## src/rtl/acc_store_unit.sv

```systemverilog
// acc_store_unit: buffers accumulator store requests in an in-order queue
// and drains each entry to data memory over a req/ack write handshake.
// Reports queue occupancy, busy, and sticky overflow/timeout error flags.
//
// state  | meaning
// -------+-------------------------------------------------------------
// S_IDLE | no write in flight; launches the head entry when count > 0
// S_REQ  | mem_wr_req high, addr/data held; waits for ack or timeout
module acc_store_unit #(
    parameter int DATA_W  = 8,
    parameter int ADDR_W  = 8,
    parameter int DEPTH   = 4,
    parameter int TIMEOUT = 16
) (
    input  logic                         clk,
    input  logic                         reset_n,
    input  logic                         st_valid,
    output logic                         st_ready,
    input  logic [ADDR_W-1:0]            st_addr,
    input  logic [DATA_W-1:0]            acc_in,
    output logic                         mem_wr_req,
    output logic [ADDR_W-1:0]            mem_wr_addr,
    output logic [DATA_W-1:0]            mem_wr_data,
    input  logic                         mem_wr_ack,
    output logic                         busy,
    output logic [$clog2(DEPTH+1)-1:0]   count,
    output logic                         err_overflow,
    output logic                         err_timeout,
    input  logic                         err_clear
);

    localparam int PTR_W = $clog2(DEPTH);
    localparam int CNT_W = $clog2(DEPTH + 1);
    localparam int TMR_W = (TIMEOUT > 1) ? $clog2(TIMEOUT) : 1;

    localparam logic [CNT_W-1:0] FULL_C   = CNT_W'(DEPTH);
    // Down-counter load value: terminal count 0 is reached after TIMEOUT
    // cycles of mem_wr_req high.
    localparam logic [TMR_W-1:0] TMR_LOAD = TMR_W'((TIMEOUT > 0) ? TIMEOUT - 1 : 0);
    localparam bit               TO_EN    = (TIMEOUT != 0);

    typedef enum logic {
        S_IDLE = 1'b0,
        S_REQ  = 1'b1
    } state_t;

    state_t             state;
    state_t             state_nxt;
    logic [PTR_W-1:0]   wr_ptr;
    logic [PTR_W-1:0]   rd_ptr;
    logic [ADDR_W-1:0]  q_addr [DEPTH];
    logic [DATA_W-1:0]  q_data [DEPTH];
    logic [TMR_W-1:0]   tmr;
    logic               push;
    logic               pop;
    logic               load;
    logic               to_hit;

    // st_ready comes from the registered count only, so a pop cannot
    // reopen a full queue within the same cycle.
    assign st_ready   = (count < FULL_C);
    assign push       = st_valid && st_ready;
    assign mem_wr_req = (state == S_REQ);
    assign busy       = (count != '0) || mem_wr_req;

    // State register; reset drops mem_wr_req without waiting for a clock.
    always_ff @(posedge clk or negedge reset_n) begin
        if (!reset_n) begin
            state <= S_IDLE;
        end else begin
            state <= state_nxt;
        end
    end

    // Next-state and handshake decisions; ack takes priority over timeout.
    always_comb begin
        state_nxt = state;
        load      = 1'b0;
        pop       = 1'b0;
        to_hit    = 1'b0;
        case (state)
            S_IDLE: begin
                if (count != '0) begin
                    load      = 1'b1;
                    state_nxt = S_REQ;
                end
            end
            S_REQ: begin
                if (mem_wr_ack) begin
                    pop       = 1'b1;
                    state_nxt = S_IDLE;
                end else if (TO_EN && (tmr == '0)) begin
                    pop       = 1'b1;
                    to_hit    = 1'b1;
                    state_nxt = S_IDLE;
                end
            end
            default: state_nxt = S_IDLE;
        endcase
    end

    // Write timeout down-counter, reloaded each time a write is launched.
    always_ff @(posedge clk or negedge reset_n) begin
        if (!reset_n) begin
            tmr <= '0;
        end else if (load) begin
            tmr <= TMR_LOAD;
        end else if ((state == S_REQ) && (tmr != '0)) begin
            tmr <= tmr - 1'b1;
        end
    end

    // Capture the head entry onto the memory bus when a write is launched.
    always_ff @(posedge clk or negedge reset_n) begin
        if (!reset_n) begin
            mem_wr_addr <= '0;
            mem_wr_data <= '0;
        end else if (load) begin
            mem_wr_addr <= q_addr[rd_ptr];
            mem_wr_data <= q_data[rd_ptr];
        end
    end

    // Queue storage; contents need no reset since count gates every read.
    always_ff @(posedge clk) begin
        if (push) begin
            q_addr[wr_ptr] <= st_addr;
            q_data[wr_ptr] <= acc_in;
        end
    end

    // Circular-buffer pointers and occupancy count (includes in-flight entry).
    always_ff @(posedge clk or negedge reset_n) begin
        if (!reset_n) begin
            wr_ptr <= '0;
            rd_ptr <= '0;
            count  <= '0;
        end else begin
            if (push) begin
                wr_ptr <= wr_ptr + 1'b1;
            end
            if (pop) begin
                rd_ptr <= rd_ptr + 1'b1;
            end
            case ({push, pop})
                2'b10:   count <= count + 1'b1;
                2'b01:   count <= count - 1'b1;
                default: count <= count;
            endcase
        end
    end

    // Sticky error flags; a set event beats a simultaneous clear.
    always_ff @(posedge clk or negedge reset_n) begin
        if (!reset_n) begin
            err_overflow <= 1'b0;
            err_timeout  <= 1'b0;
        end else begin
            err_overflow <= (st_valid && !st_ready) || (err_overflow && !err_clear);
            err_timeout  <= to_hit || (err_timeout && !err_clear);
        end
    end

endmodule

```

## config.mk

```make
export PLATFORM = sky130hd
export DESIGN_NAME = acc_store_unit
export DESIGN_NICKNAME = d
export VERILOG_FILES = /design/src/rtl/acc_store_unit.sv
export SDC_FILE = /design/constraint.sdc
export NUM_CORES = 1
export LEC_CHECK = 0
export ABC_AREA = 1
export ABC_CLOCK_PERIOD_IN_PS = 2700
export BUFFER_PORTS_ARGS = -buffer_cell sky130_fd_sc_hd__buf_2
export CORE_UTILIZATION = 49
export CTS_CLUSTER_DIAMETER = 80
export DETAILED_ROUTE_END_ITERATION = 16
export GPL_ROUTABILITY_DRIVEN = 0
export PLACE_DENSITY = 0.76
export SLEW_MARGIN = 15
export SYNTH_ARGS = -nofsm -noshare
export SYNTH_HDL_FRONTEND = slang
export SYNTH_SLANG_ARGS = --single-unit
```

## constraint.sdc

```tcl
create_clock -name clk -period 2.7 [get_ports clk]
set_input_delay 0.81 -clock clk [delete_from_list [all_inputs] [get_ports clk]]
set_output_delay 0.81 -clock clk [all_outputs]
set_load 0.03 [all_outputs]
```

# Word-level counts from Yosys, hierarchy flattened
# Memory sizes are Yosys's and may differ from the RTL's. A register that Yosys moved wholly into a read port is not among the register bits.
# Cells that the tools add are included.
# op_classes
bitwise,1
mux,15
reduce_logical,17
magnitude_cmp,1
addsub,5
n_eq_ne,2
# op_table
op,n
2-to-1 mux 1 bit,11
2-to-1 mux 4 bit,2
one-hot mux 3 bit (2 select lines),1
logical AND 1 bit,5
adder 2 x 1 -> 2 bit (second input constant),2
logical NOT 1 bit,4
logical NOT 4 bit,1
nonzero test 2 bit,2
nonzero test 4 bit,1
subtractor 4 x 1 -> 4 bit (second input constant),1
adder 3 x 1 -> 3 bit (second input constant),1
logical OR 1 bit,3
< comparator 3 bit (second input constant),1
nonzero test 3 bit,1
subtractor 3 x 1 -> 3 bit (second input constant),1
equality test 2 x 1 -> 1 bit (second input constant),1
equality test 2 bit (second input constant),1
one-hot mux 1 bit (2 select lines),1
inverter 1 bit,1
# totals
inputBits,21
ff_bits,14
mem_count,2
mem_bits_rw,64
out_inout_bits,24
elab_cells,50
# mem_list
name,words,word_bits,read_ports,rd_ports_with_merged_regs,write_ports,line,rtl
q_addr,4,8,1,1,1,51,logic [ADDR_W-1:0] q_addr [DEPTH];
q_data,4,8,1,1,1,52,logic [DATA_W-1:0] q_data [DEPTH];

# Depth between registers and ports, before layout
# logic_depth
depth_word,6
mapped_depth,13
mapped_depth_nobuf,13

# Worst setup path before layout
# No wires, ideal clock.
# synth_timing
path_type,in2reg
start,input st_valid
end,memory q_addr[0][0] (enable)
arrival_time_ns,1.690
cell_stages,2
setup_time_ns,0.389
setup_slack_ns,0.621
n_path_buf,0
required_ns,2.311
cell_sequence,nand2_1 nor2_1
# synth_via
elab_chain_len,3
# synth_lines
element,line,rtl
"start, declared",17,"input logic st_valid,"
logical AND 1 bit,62,assign push = st_valid && st_ready;
2-to-1 mux 1 bit,126,if (push) begin
2-to-1 mux 1 bit (not written as such),127,q_addr[wr_ptr] <= st_addr;
"end, declared",51,
# No other way between the ends.

# Final worst setup path
# layout_timing
start,register tmr[0]
end,register count[2]
# layout_via
elab_chain_len,6
elab_cells_between_ends,8
classes_between,eq/ne: 2; mux: 4; reduce/logical: 2
# layout_lines
element,line,rtl
"start, declared",53,logic [TMR_W-1:0] tmr;
"start signal, assigned",109,tmr <= tmr - 1'b1;
logical NOT 4 bit (*),92,end else if (TO_EN && (tmr == '0)) begin
2-to-1 mux 1 bit (*),92,
2-to-1 mux 1 bit (*),89,if (mem_wr_ack) begin
2-to-1 mux 1 bit (*),81,case (state)
via pop,55,logic pop;
equality test 2 x 1 -> 1 bit / equality test 2 bit (equally long branches),145,"case ({push, pop})"
one-hot mux 3 bit (2 select lines) / nonzero test 2 bit (equally long branches),-,
"end signal, assigned",146,2'b10: count <= count + 1'b1;
"end signal, assigned",147,2'b01: count <= count - 1'b1;
"end signal, assigned",148,default: count <= count;
"end, declared",26,"output logic [$clog2(DEPTH+1)-1:0] count,"
# The timed path passes the listed nets; every way through them passes the cells marked *.
# A chain may end at the register's enable or synchronous reset.

==> results by group <==
Timing
  • Peak Freq: 453 MHz
  • Worst Skew: approximately 0.011 ns
  • Setup TNS: 0 ns
  • Final setup violation count: 0
  • Setup ws final: just under 0.5 ns
  • Final period util: between 80 and 90%
  • Slew of the pin with the lowest slew margin: just under 0.7 ns
  • Relative slew slack: 54.8%
  • Slew Limit Fails: 0
  • Final hold slack: 0.479 ns
  • Fin. Hold Viols: 0
  • Period minus WS final: approximately 2.2 ns
  • RSZ-0062 raised after global routing: false

Hold path
  • Class of the worst hold path: input pin to asynchronous set/reset pin

Pwr
  • Leak: between 1.5 and 2 nW
  • Clk pwr share: around 22%
  • Power Total: just over 5 mW
  • Power Density: around 1200 nW/um^2
  • Worst VDD drop: ~0.42 mV
  • Internal power: 3.08 mW
  • Sw Share: 39.8%
  • NetSw: 2.04 mW
  • Combinational share of power: ~38%
  • Flop pwr share: around two fifths

Yosys
  • Synth Area in XOR/XNOR: 0.677%
  • Dominant synthesized flop cell: edfxtp_1
  • Gate Count Post-Synth: ~350
  • Yosys warning count: 0
  • Synth top area share: about half
  • Mapped cell area: 3880 sq um
  • Adder-cell share of the synthesized area: approximately 2.5%
  • Ys async rst share: a little under a third
  • Top-count cell post-synth: nand2_1
  • Most frequent cells after synthesis: nand2_1 (139), edfxtp_1 (64), dfrtp_1 (30)
  • Sequential area share after synthesis: ~69%
  • Post-Synth Simple-Gate Area: between 10% and 20%
  • Syn Nets: between 300 and 400
  • Number of synthesized flops with an enable pin: 64
  • Largest family of logic cells by synthesized area: simple AND/OR/NAND/NOR gates
  • Multiplexer share of the synthesized area: 0%
  • FF+latch count, synth: 94
  • Area fraction in compound gates after synthesis: between 4 and 5%
  • Distinct cell type count after synthesis: 24
  • Area leader, netlist: edfxtp_1
  • Area contributors post-synth: edfxtp_1 (50%), dfrtp_1 (19%), nand2_1 (13%)
  • Syn Area/Cell: 11.0 sq um

Die
  • Die width: roughly 91 um
  • Die height: just over 90 um
  • I/O pin cnt: between 40 and 50
  • Die Area: between 8000 and 9000 sq um
  • Core area: between 7000 and 8000 sq um
  • Number of core rows: 32
  • Starting Density: between 50 and 60%

Drt
  • Final WL: 7.32 mm
  • Routed wire per std cell: 14.3 um
  • DRT antenna net count: 0
  • TritonRoute pass-1 iters: 4
  • Initial detailed-routing violation count: roughly 180
  • DRC viols: 0
  • DR vias: around 2500
  • Via density: ~5

Critical path
  • Max FO, Critical Path: 5
  • Crit path top cell by count: inv_1
  • Reg-to-Reg Start: tmr[0]
  • CP required: 2.98 ns
  • Worst Path Arrival: about 2.5 ns
  • Kind of end point of the critical path: register
  • CP Launch Point: tmr[0]
  • Worst Setup Start Kind: register
  • Critical path, cell by cell: inv_1, ha_1, inv_1, nor2_2, nand3_1, nand2_2, ha_1, inv_1, fa_1, nor2_1, nor2_1, nand2_1, xor2_1
  • Slowest stage delay, CP: roughly 0.40 ns
  • Setup CP Type: register to register
  • Slowest CP cell: dfrtp_1

Finish
  • Share of layout cells above drive strength 1: between 10% and 20%
  • Fin area: about 4400 sq um
  • Layout overhead on the synthesized area: 13.6%
  • Non-Filler Instances: 511
  • Util after Layout: between 50 and 60%
  • FILL cells: 643
  • Final nets: 430

Clock network
  • Longest Clk Path Bufs: 2
  • Post-CTS setup buffers: 0
  • Hold bufs inserted after CTS: 0
  • Htree depth: 3
  • CTS tree: built
  • Root Driver: clkbuf_8
  • CTS Sinks: 94
  • Cts bufs inserted: 9
  • Post_cts resized: 0
  • Clock latency on the worst-skew pair: about 0.35 ns
  • Clock-pin slew on the worst setup and hold paths: ~0.10 ns

Global route
  • GRT Resource Usage Total: around 19%
  • First-pass GRT wire length: between 10 and 15 mm
  • Largest net degree at the start of global routing: 35
  • Remaining global-route overflow: 0
  • Vias in the first global route: roughly 2600
  • Initial antenna violation count: 1

Outcome
  • Status: finished clean

Job
  • Max Cap Violations: 0

Placement
  • Cells after DPL: 493
  • Dpl cell area: around 4200 sq um
  • Dpl ws: between 0.4 and 0.5 ns
  • HPWL Detailed: around 4.7 mm
  • IO buf count: between 40 and 50
==> per-layer routing <==
metal  global-route usage, %  vias up  part of all wire (%)
met4                    7.54        0                   1.1
li1                        -     1251                     -
met5                       0        -                     0
met1                    23.5     1229                    42
met2                    33.6       62                    51
met3                    3.94        7                   6.1
==> layout make-up <==
type,instances,area [sq um],share of cell area (%)
antenna,2,5.00,0.114
clock buffer,9,124,2.81
clock inverter,7,121,2.75
inverter,21,86.3,1.96
multi-input combinational,226,1010,22.8
sequential,94,2670,60.6
tap,102,128,2.90
timing repair buffer,50,265,6.02
==> cell usage in the layout, fill, tap and decap left out <==
cell type and instances:
a21oi_1 1, buf_2 44, buf_4 6, bufinv_16 3, clkbuf_8 9, clkinv_2 1
clkinv_4 2, dfrtp_1 30, diode_2 2, edfxtp_1 64, fa_1 1, ha_1 6
inv_1 17, inv_2 2, inv_4 1, inv_6 2, nand2_1 139, nand2_2 3
nand3_1 5, nand3_2 1, nand4_1 1, nor2_1 28, nor2_2 1, o21ai_0 19
o21ai_1 17, o22ai_1 1, xnor2_1 1, xor2_1 2
==> cells by family after synthesis <==
| logic type | Yosys count |
|---|---|
| XOR/XNOR | 3 |
| buffers and inverters | 34 |
| flip-flops | 94 |
| AND/OR/NAND/NOR | 178 |
| adder cells (fa/ha/maj) | 7 |
| AO/OA/AOI/OAI | 38 |
==> path summary, 6_finish.rpt <==
kind | to | slack [ns] | cells past startpoint
max reg2reg | count[2] | 0.49 | 13
max in group asynchronous | mem_wr_addr[4] | 1.77 | 1
min | wr_ptr[0] | 0.48 | 1
min reg2reg | mem_wr_addr[0] | 0.48 | 2
max | count[2] | 0.49 | 13
min in group clk | mem_wr_addr[0] | 0.48 | 2
==> sequential cells by signal, indices dropped and copies added (netlist names) <==
signal / cells
q_data: 32
tmr: 4
err_timeout: 1
err_overflow: 1
wr_ptr: 2
count: 3
mem_wr_addr: 8
mem_wr_req: 1
q_addr: 32
rd_ptr: 2
mem_wr_data: 8
==> power groups by stage <==
| stage | clock (mW) | combinational, mW | sequential (mW) |
|---|---|---|---|
| 2_1_floorplan | 0 | 1.24 | 2.38 |
| 3_3_place_gp | 0 | 1.88 | 2.09 |
| 3_5_place_dp | 0 | 1.95 | 2.11 |
| 4_1_cts | 1.13 | 1.96 | 2.08 |
| 5_1_grt | 1.19 | 2.19 | 2.12 |
| 6_report | 1.10 | 1.94 | 2.08 |
==> worst max-delay path, delay by kind of cell (launching register included) <==
kind | cells | cell delay [ns]
adders and majority gates | 3 | 0.71
buffers and inverters | 3 | 0.22
DFF | 1 | 0.40
and+or+nand+nor | 6 | 0.64
xor gates and xnor gates | 1 | 0.15
Note: power is estimated with default switching activity, not from simulation.
